`config.mk`:
```
export PLATFORM = sky130hd
export DESIGN_NAME = neg_arbiter
export DESIGN_NICKNAME = d
export VERILOG_FILES = /design/src/rtl/neg_arbiter_pkg.sv /design/src/rtl/neg_arbiter_neg_unit.sv /design/src/rtl/neg_arbiter.sv
export SDC_FILE = /design/constraint.sdc
export NUM_CORES = 1
export LEC_CHECK = 0
export ABC_AREA = 0
export CORE_MARGIN = 2
export CORE_UTILIZATION = 43
export DETAILED_ROUTE_END_ITERATION = 12
export GPL_TIMING_DRIVEN = 0
export MAX_ROUTING_LAYER = met4
export PLACE_DENSITY = 0.72
export SLEW_MARGIN = 20
export SYNTH_ARGS = -nofsm -noshare
export SYNTH_HDL_FRONTEND = slang
export SYNTH_SLANG_ARGS = --single-unit
```
`constraint.sdc`:
```
create_clock -name clk -period 3.7 [get_ports clk]
set_clock_uncertainty 0.1 [all_clocks]
set_input_delay 0.74 -clock clk [delete_from_list [all_inputs] [get_ports clk]]
set_output_delay 0.74 -clock clk [all_outputs]
set_load 0.05 [all_outputs]
```
`src/rtl/neg_arbiter_pkg.sv`:
```
// Shared definitions for the two-requester negation arbiter: FSM encoding and default width.
package neg_arbiter_pkg;

    localparam int NEG_WIDTH_DEF = 8;

    typedef enum logic [1:0] {
        S_IDLE = 2'd0,
        S_EXEC = 2'd1,
        S_RESP = 2'd2
    } state_e;

endpackage

```
`src/rtl/neg_arbiter_neg_unit.sv`:
```
// Combinational two's-complement negation, modulo 2^WIDTH.
module neg_unit #(
    parameter int WIDTH = 8
) (
    input  logic [WIDTH-1:0] in_i,
    output logic [WIDTH-1:0] out_o
);

    assign out_o = ~in_i + WIDTH'(1);

endmodule

```
`src/rtl/neg_arbiter.sv`:
```
// Round-robin arbiter sharing one negation unit between two requesters, one op in flight.
// Optional overflow flag output (most-negative operand) enabled by NEG_OVF_FLAG_EN.
module neg_arbiter
    import neg_arbiter_pkg::*;
#(
    parameter int WIDTH = NEG_WIDTH_DEF
) (
    input  logic             clk,
    input  logic             rst_n,
    input  logic             req0_valid,
    input  logic [WIDTH-1:0] req0_data,
    output logic             req0_ready,
    input  logic             req1_valid,
    input  logic [WIDTH-1:0] req1_data,
    output logic             req1_ready,
    output logic             rsp_valid,
    output logic [WIDTH-1:0] rsp_data,
    output logic             rsp_id,
    input  logic             rsp_ready,
`ifdef NEG_OVF_FLAG_EN
    output logic             rsp_ovf,
`endif
    output logic             busy
);

    state_e           state_q;
    logic             last_q;
    logic [WIDTH-1:0] op_q;
    logic             id_q;
    logic             rsp_valid_q;
    logic [WIDTH-1:0] rsp_data_q;
    logic             rsp_id_q;
    logic             busy_q;

    logic             gnt0, gnt1;
    logic             acc0, acc1;
    logic [WIDTH-1:0] neg_w;

    // On a tie the requester that did not win last time gets the grant.
    assign gnt0 = req0_valid && (!req1_valid || last_q);
    assign gnt1 = req1_valid && (!req0_valid || !last_q);

    // Readies are forced low while reset is asserted so no handshake is seen then.
    assign req0_ready = rst_n && (state_q == S_IDLE) && gnt0;
    assign req1_ready = rst_n && (state_q == S_IDLE) && gnt1;

    assign acc0 = req0_valid && req0_ready;
    assign acc1 = req1_valid && req1_ready;

    neg_unit #(.WIDTH(WIDTH)) u_neg (
        .in_i  (op_q),
        .out_o (neg_w)
    );

    always_ff @(posedge clk or negedge rst_n) begin
        if (!rst_n) begin
            state_q     <= S_IDLE;
            last_q      <= 1'b1;
            op_q        <= '0;
            id_q        <= 1'b0;
            rsp_valid_q <= 1'b0;
            rsp_data_q  <= '0;
            rsp_id_q    <= 1'b0;
            busy_q      <= 1'b0;
        end else begin
            case (state_q)
                S_IDLE: begin
                    if (acc0 || acc1) begin
                        op_q    <= acc1 ? req1_data : req0_data;
                        id_q    <= acc1;
                        last_q  <= acc1;
                        busy_q  <= 1'b1;
                        state_q <= S_EXEC;
                    end
                end
                S_EXEC: begin
                    rsp_data_q  <= neg_w;
                    rsp_id_q    <= id_q;
                    rsp_valid_q <= 1'b1;
                    state_q     <= S_RESP;
                end
                S_RESP: begin
                    if (rsp_ready) begin
                        rsp_valid_q <= 1'b0;
                        busy_q      <= 1'b0;
                        state_q     <= S_IDLE;
                    end
                end
                default: begin
                    rsp_valid_q <= 1'b0;
                    busy_q      <= 1'b0;
                    state_q     <= S_IDLE;
                end
            endcase
        end
    end

`ifdef NEG_OVF_FLAG_EN
    localparam logic [WIDTH-1:0] MOST_NEG = {1'b1, {(WIDTH-1){1'b0}}};
    logic ovf_q;

    always_ff @(posedge clk or negedge rst_n) begin
        if (!rst_n)
            ovf_q <= 1'b0;
        else if (state_q == S_EXEC)
            ovf_q <= (op_q == MOST_NEG);
    end

    assign rsp_ovf = ovf_q;
`endif

    assign rsp_valid = rsp_valid_q;
    assign rsp_data  = rsp_data_q;
    assign rsp_id    = rsp_id_q;
    assign busy      = busy_q;

endmodule
```
==> results of run 1 <==
-- cell type report --
| type | instances | area [sq um] |
|---|---|---|
| buffer | 7 | 52.6 |
| sequential | 23 | 577 |
| fill | 233 | 965 |
| timing repair buffer | 33 | 325 |
| multi-input combinational | 85 | 520 |
| clock buffer | 4 | 26.3 |
| inverter | 5 | 18.8 |
| tap | 30 | 37.5 |
-- cell usage in the layout, fill, tap and decap left out, drive strengths merged, types with 3 or more instances in the layout --
cell type,instances
nand3,10
dfrtp,22
a21oi,9
nor2,4
clkdlybuf4s50,32
a31oi,9
nor3b,3
buf,7
o21ai,14
clkbuf,5
nand2,13
inv,5
-- layer usage --
metal / track usage (%) / vias up
met5: - / -
met4: 3.06 / 0
met3: 3.02 / 0
met2: 28.9 / 25
met1: 22.6 / 465
li1: - / 509
-- critical path, delay by kind of cell --
kind,cells,cell delay [ps]
simple gates,2,530
buf+inv,3,1420
-- what timing repair did --
action,in CTS,in global routing
hold buffers,0,0
gates resized for setup,4,1
endpoints found under the setup margin,2,2
-- through the flow --
stage | area [sq um] | std cells | setup TNS (ps) | setup WS (ps) | hold slack, ps
after floorplan | 1170 | 120 | 0 | 945 | 344
after global placement | 1540 | 183 | -1280 | -644 | 359
final | 1560 | 187 | 0 | 152 | 291
after CTS | 1560 | 187 | 0 | 11.8 | 397
after global routing | 1560 | 187 | 0 | 14.9 | 323
after detailed placement | 1540 | 183 | -1310 | -656 | 368
-- Yosys cell counts (all sizes together) --
cell    instances
o31ai           2
xnor2           1
nor2            4
nor3            1
a211o           2
o22ai           1
o21a            1
nand4           2
a21oi           9
a31oi           9
nand3          10
inv             5
a21o            1
nor4            1
dfstp           1
ha              1
and2            1
a21boi          2
clkbuf          1
nor3b           3
or2             1
xor2            1
nand2b          1
o21ai          14
and2b           1
a21bo           1
nand2          13
dfrtp          22
buf             6
o31a            1
or3b            1
-- report_power, final --
part           internal, mW  total [mW]  switching (mW)
sequential            0.362       0.464           0.102
clock                0.0420       0.114          0.0720
combinational         0.230       0.598           0.368
total                 0.634        1.18           0.541
-- how the worst min path moves through the flow --
stage | start | endpoint | slack, ps | cells after the start
finish | rst_n | rsp_data[5] | 290 | 1
global route | rst_n | rsp_data[5] | 320 | 1
CTS | busy | busy | 400 | 1
detailed placement | busy | busy | 370 | 1
global placement | rsp_data[1] | rsp_data[1] | 360 | 2
floorplan | rst_n | busy | 340 | 0
-- cells by family (layout without fill, tap and decap cells) --
group | count (synthesis) | in the layout | share of synthesized area (%)
XOR/XNOR | 2 | 2 | 1.50
adder cells (fa/ha/maj) | 1 | 1 | 1.07
buffers and inverters | 12 | 49 | 6.10
AND/OR/NAND/NOR | 39 | 39 | 19.7
AO/OA/AOI/OAI | 43 | 43 | 22.3
flip-flops | 23 | 23 | 49.4
-- registers in the layout, summed over array words and instances, names as in the netlist --
signal	cells
op_q	8
rsp_data	8
state_q	2
busy	1
id_q	1
last_q	1
rsp_id	1
rsp_valid	1
==> results by group, run 1 <==
Clock tree
  • Clk buf depth: 2
  • Clock Latency Late Sink: 300 ps
  • Clock transition at path regs: 120 ps
  • H-tree depth: 1
  • Post-CTS Setup Inserts: 0
  • Clk root buf: clkbuf_4
  • TritonCTS clock tree: yes
  • Clock sink count: 23
  • CTS Buf Count: 3

Placement
  • Port buffer count: 33
  • Final Wtd Congestion: 0.754
  • Dpl hpwl: 1900 um

Routing
  • Wl on met1: 1180 um
  • Drt drc: 0
  • Vias: 999
  • Total Wirelength: 2490 um
  • Drt initial violations: 14
  • Met2 wire length: 1220 um
  • Met3 wire length: 96 um
  • Post-DRT Antenna Nets: 0
  • First drt pass iteration count: 4
  • Vias per cell: 5.34
  • Wirelength per Cell: 13.3 um
  • Top layer in use: met3

Timing
  • Count of pins over their slew limit: 0
  • Final Hold Fails: 0
  • Max Freq: 282 MHz
  • Worst-margin pin slew: 553 ps
  • Count of final setup violators: 0
  • RSZ-0062 raised after global routing: no
  • Rel. slew slack: 63.0%
  • Fin crit period: 3550 ps
  • Ratio of final minimum period to clock period: 95.9%

Final layout
  • Area growth syn-to-layout: 33.3%
  • Layout cell share with drive strength beyond 1: 11.5%
  • Layout Nets: 180
  • Final Util: 61.8%
  • N_diodes: 0

Critical path
  • Crit. Startpoint: rst_n
  • Reg2Reg Setup Slack: 2120 ps
  • Slowest cell on the critical path: clkdlybuf4s50_1
  • Worst Setup End Kind: output port
  • Worst EP required: 2860 ps
  • Crit Path Class: input pin to output port
  • Worst r2r src: state_q[1]
  • Crit-path max cell delay: 810 ps
  • R2R cell count: 4
  • CP cell instances: buf_2, or3b_1, buf_4, nor2_1, clkdlybuf4s50_1
  • Crit path to: req0_ready
  • Setup crit start kind: input pin
  • Crit path DAT: 2710 ps
  • Crit-path max FO: 25
  • FF-to-FF End: op_q[0]

Synth
  • Syn Inst Count: 120
  • Post-synth top area share: 47.1%
  • Yosys reg bits: 23
  • Leading area contributor after synthesis: dfrtp_1
  • Synth area leaders: dfrtp_1 47%, a31oi_1 4.8%, nand3_1 4.3%
  • Syn_nets: 142
  • Yosys warning total: 0
  • Distinct cells, synth: 38
  • Syn Std Cell Area: 1170 sq um
  • Syn Area/Cell: 9.74 sq um
  • Seq/Total Area, Yosys: 49.4%

Run
  • Max-cap violation count: 0

Global routing
  • Global-route wire length before repair: 4340 um
  • Largest net degree at the start of global routing: 26
  • Initial antenna violation count: 0
  • Vias in the first global route: 986
  • Overall Global Routing Usage: 17.4%
  • GRT overflow: 0

Hold path
  • Hold WC Path Type: input pin to async pin

Floorplanning
  • Row Count: 18
  • Die area: 3150 sq um
  • Die width: 56.1 um
  • Starting density of the core: 46.3%
  • Top Ports: 34
  • Core area: 2520 sq um
  • Vert. Die Dim: 56.1 um

Power
  • IR Drop Worst-Case VDD: 0.000498 V
  • Final Power: 1.18 mW
  • Leakage: 0.641 nW
  • PD cells: 755 nW/um^2

Outcome
  • Outcome: completed
Note: power is estimated with default switching activity, not from simulation.
==> run 2: changes to the inputs <==
--- a/config.mk
+++ b/config.mk
@@ -6,7 +6,6 @@
 export NUM_CORES = 1
 export LEC_CHECK = 0
 export ABC_AREA = 0
-export CORE_MARGIN = 2
 export CORE_UTILIZATION = 43
 export DETAILED_ROUTE_END_ITERATION = 12
 export GPL_TIMING_DRIVEN = 0
==> run 2 against run 1 <==
Effect of this change: via count up 0.10%; first-iteration DRC count up 64%; maximum frequency down 0.11%; hold slack worse by 70 ps; largest cell class unchanged; largest power group unchanged.
==> results by group, run 2 (synthesis results as in run 1) <==
Outcome
  • Outcome: completed

Routing
  • Total Wirelength: 2440 um
  • Post-DRT Antenna Nets: 0
  • Drt drc: 0
  • Drt initial violations: 23
  • Wirelength per Cell: 13.0 um
  • Vias: 1000
  • Vias per cell: 5.35
  • First drt pass iteration count: 4

Final layout
  • N_diodes: 0
  • Non-Filler Instances: 187
  • Layout cell share with drive strength beyond 1: 11.5%
  • Area occupied by multi-input gates: 520 sq um
  • Layout Nets: 180
  • Area growth syn-to-layout: 33.5%
  • Storage cell area: 577 sq um
  • Fillers: 238
  • Commonest non-fill, non-tap cell in the layout: clkdlybuf4s50_1
  • Most frequent cells in the layout: 32 x clkdlybuf4s50_1, 22 x dfrtp_1, 13 x nand2_1, 10 x nand3_1

Timing
  • Max Freq: 282 MHz
  • Ratio of final minimum period to clock period: 96.0%
  • Final Hold Fails: 0
  • Hold WS: 220 ps
  • Rel. slew slack: 63.7%
  • RSZ-0062 raised after global routing: no
  • Count of pins over their slew limit: 0
  • Worst-margin pin slew: 543 ps
  • Fin crit period: 3550 ps
  • Count of final setup violators: 0

Power
  • Final Power: 1.18 mW
  • PD cells: 757 nW/um^2
  • IR Drop Worst-Case VDD: 0.000516 V
  • Leakage: 0.641 nW

Placement
  • Dpl cells: 183
  • Final Wtd Congestion: 0.755
  • Dpl hpwl: 1840 um
  • Port buffer count: 33

Critical path
  • Setup crit start kind: input pin
  • Crit path to: req1_ready
  • Crit path DAT: 2710 ps
  • Crit-path max FO: 10
  • Worst r2r src: state_q[1]
  • Worst Setup End Kind: output port
  • FF-to-FF End: op_q[0]
  • Worst EP required: 2860 ps
  • R2R cell count: 4
  • Crit Path Class: input pin to output port
  • Crit. Startpoint: req1_valid
  • Reg2Reg Setup Slack: 2140 ps

Global routing
  • Vias in the first global route: 905
  • Overall Global Routing Usage: 19.3%
  • GRT overflow: 0
  • Largest net degree at the start of global routing: 26
  • Global-route wire length before repair: 3940 um
  • Initial antenna violation count: 0

Floorplanning
  • Vert. Die Dim: 54.1 um
  • Row Count: 18
  • Core area: 2520 sq um
  • Top Ports: 34
  • Die area: 2930 sq um
  • Starting density of the core: 46.3%
  • Die width: 54.1 um

Clock tree
  • Clock transition at path regs: 130 ps
  • CTS Buf Count: 3
  • Clock Latency Late Sink: 320 ps
  • Clk buf depth: 2
  • Clock sink count: 23
  • Clk root buf: clkbuf_4
  • H-tree depth: 1
  • TritonCTS clock tree: yes
  • Post-CTS Setup Inserts: 0

Hold path
  • Hold WC Path Type: input pin to async pin

Run
  • Max-cap violation count: 0
==> run 2: cell count changes in the layout (fill, tap and decap cells not counted), sizes merged <==
cell,previous run,this run
clkbuf,5,6
buf,7,6
==> run 2: cell type report <==
| type | instances | share of cell area (%) |
|---|---|---|
| inverters | 5 | 1.20 |
| repair buffers | 33 | 21.0 |
| flip-flops and latches | 23 | 37.0 |
| well taps | 30 | 2.41 |
| clock buffers | 4 | 1.68 |
| plain buffers | 7 | 3.37 |
| multi-input cells | 85 | 33.4 |
==> run 2: how the worst min path moves through the flow <==
stage,end,from
2_1_floorplan,busy,rst_n
3_5_place_dp,busy,busy
6_report,state_q[1],rst_n
4_1_cts,rsp_data[4],rst_n
5_1_grt,rsp_id,rst_n
3_3_place_gp,rsp_data[1],rsp_data[1]
==> run 2: where the power goes <==
group	switching [mW]	internal [mW]
Clock	0.0779	0.0422
Sequential	0.0996	0.362
Combinational	0.368	0.230
==> run 2: repair_timing <==
item / CTS / global route
gates resized for setup: 5 / 1
endpoints found under the setup margin: 2 / 1
hold buffers: 0 / 0
hold endpoints to repair: 0 / 0
==> run 2: critical path, cell delays in order <==
cell	delay (ps)
clkdlybuf4s50_1	530
a21bo_2	230
clkbuf_1	220
nor2_1	160
clkdlybuf4s50_1	820
==> run 2: metrics by stage <==
stage | setup TNS [ps] | setup slack [ps] | utilization, % | cell area, sq um
2_1_floorplan | 0 | 945 | - | 1170
3_3_place_gp | -1280 | -644 | 60.9 | 1540
3_5_place_dp | -1420 | -716 | 60.9 | 1540
4_1_cts | 0 | 72.6 | 61.8 | 1560
5_1_grt | 0 | 86.6 | 61.9 | 1560
6_report | 0 | 148 | 61.9 | 1560
==> run 2: layer usage <==
metal	wire length [um]	up-vias	global-route usage [%]
li1	-	510	-
met5	0	-	-
met4	39	0	6.41
met2	1140	28	33.1
met1	1170	457	23.0
met3	94	5	2.54
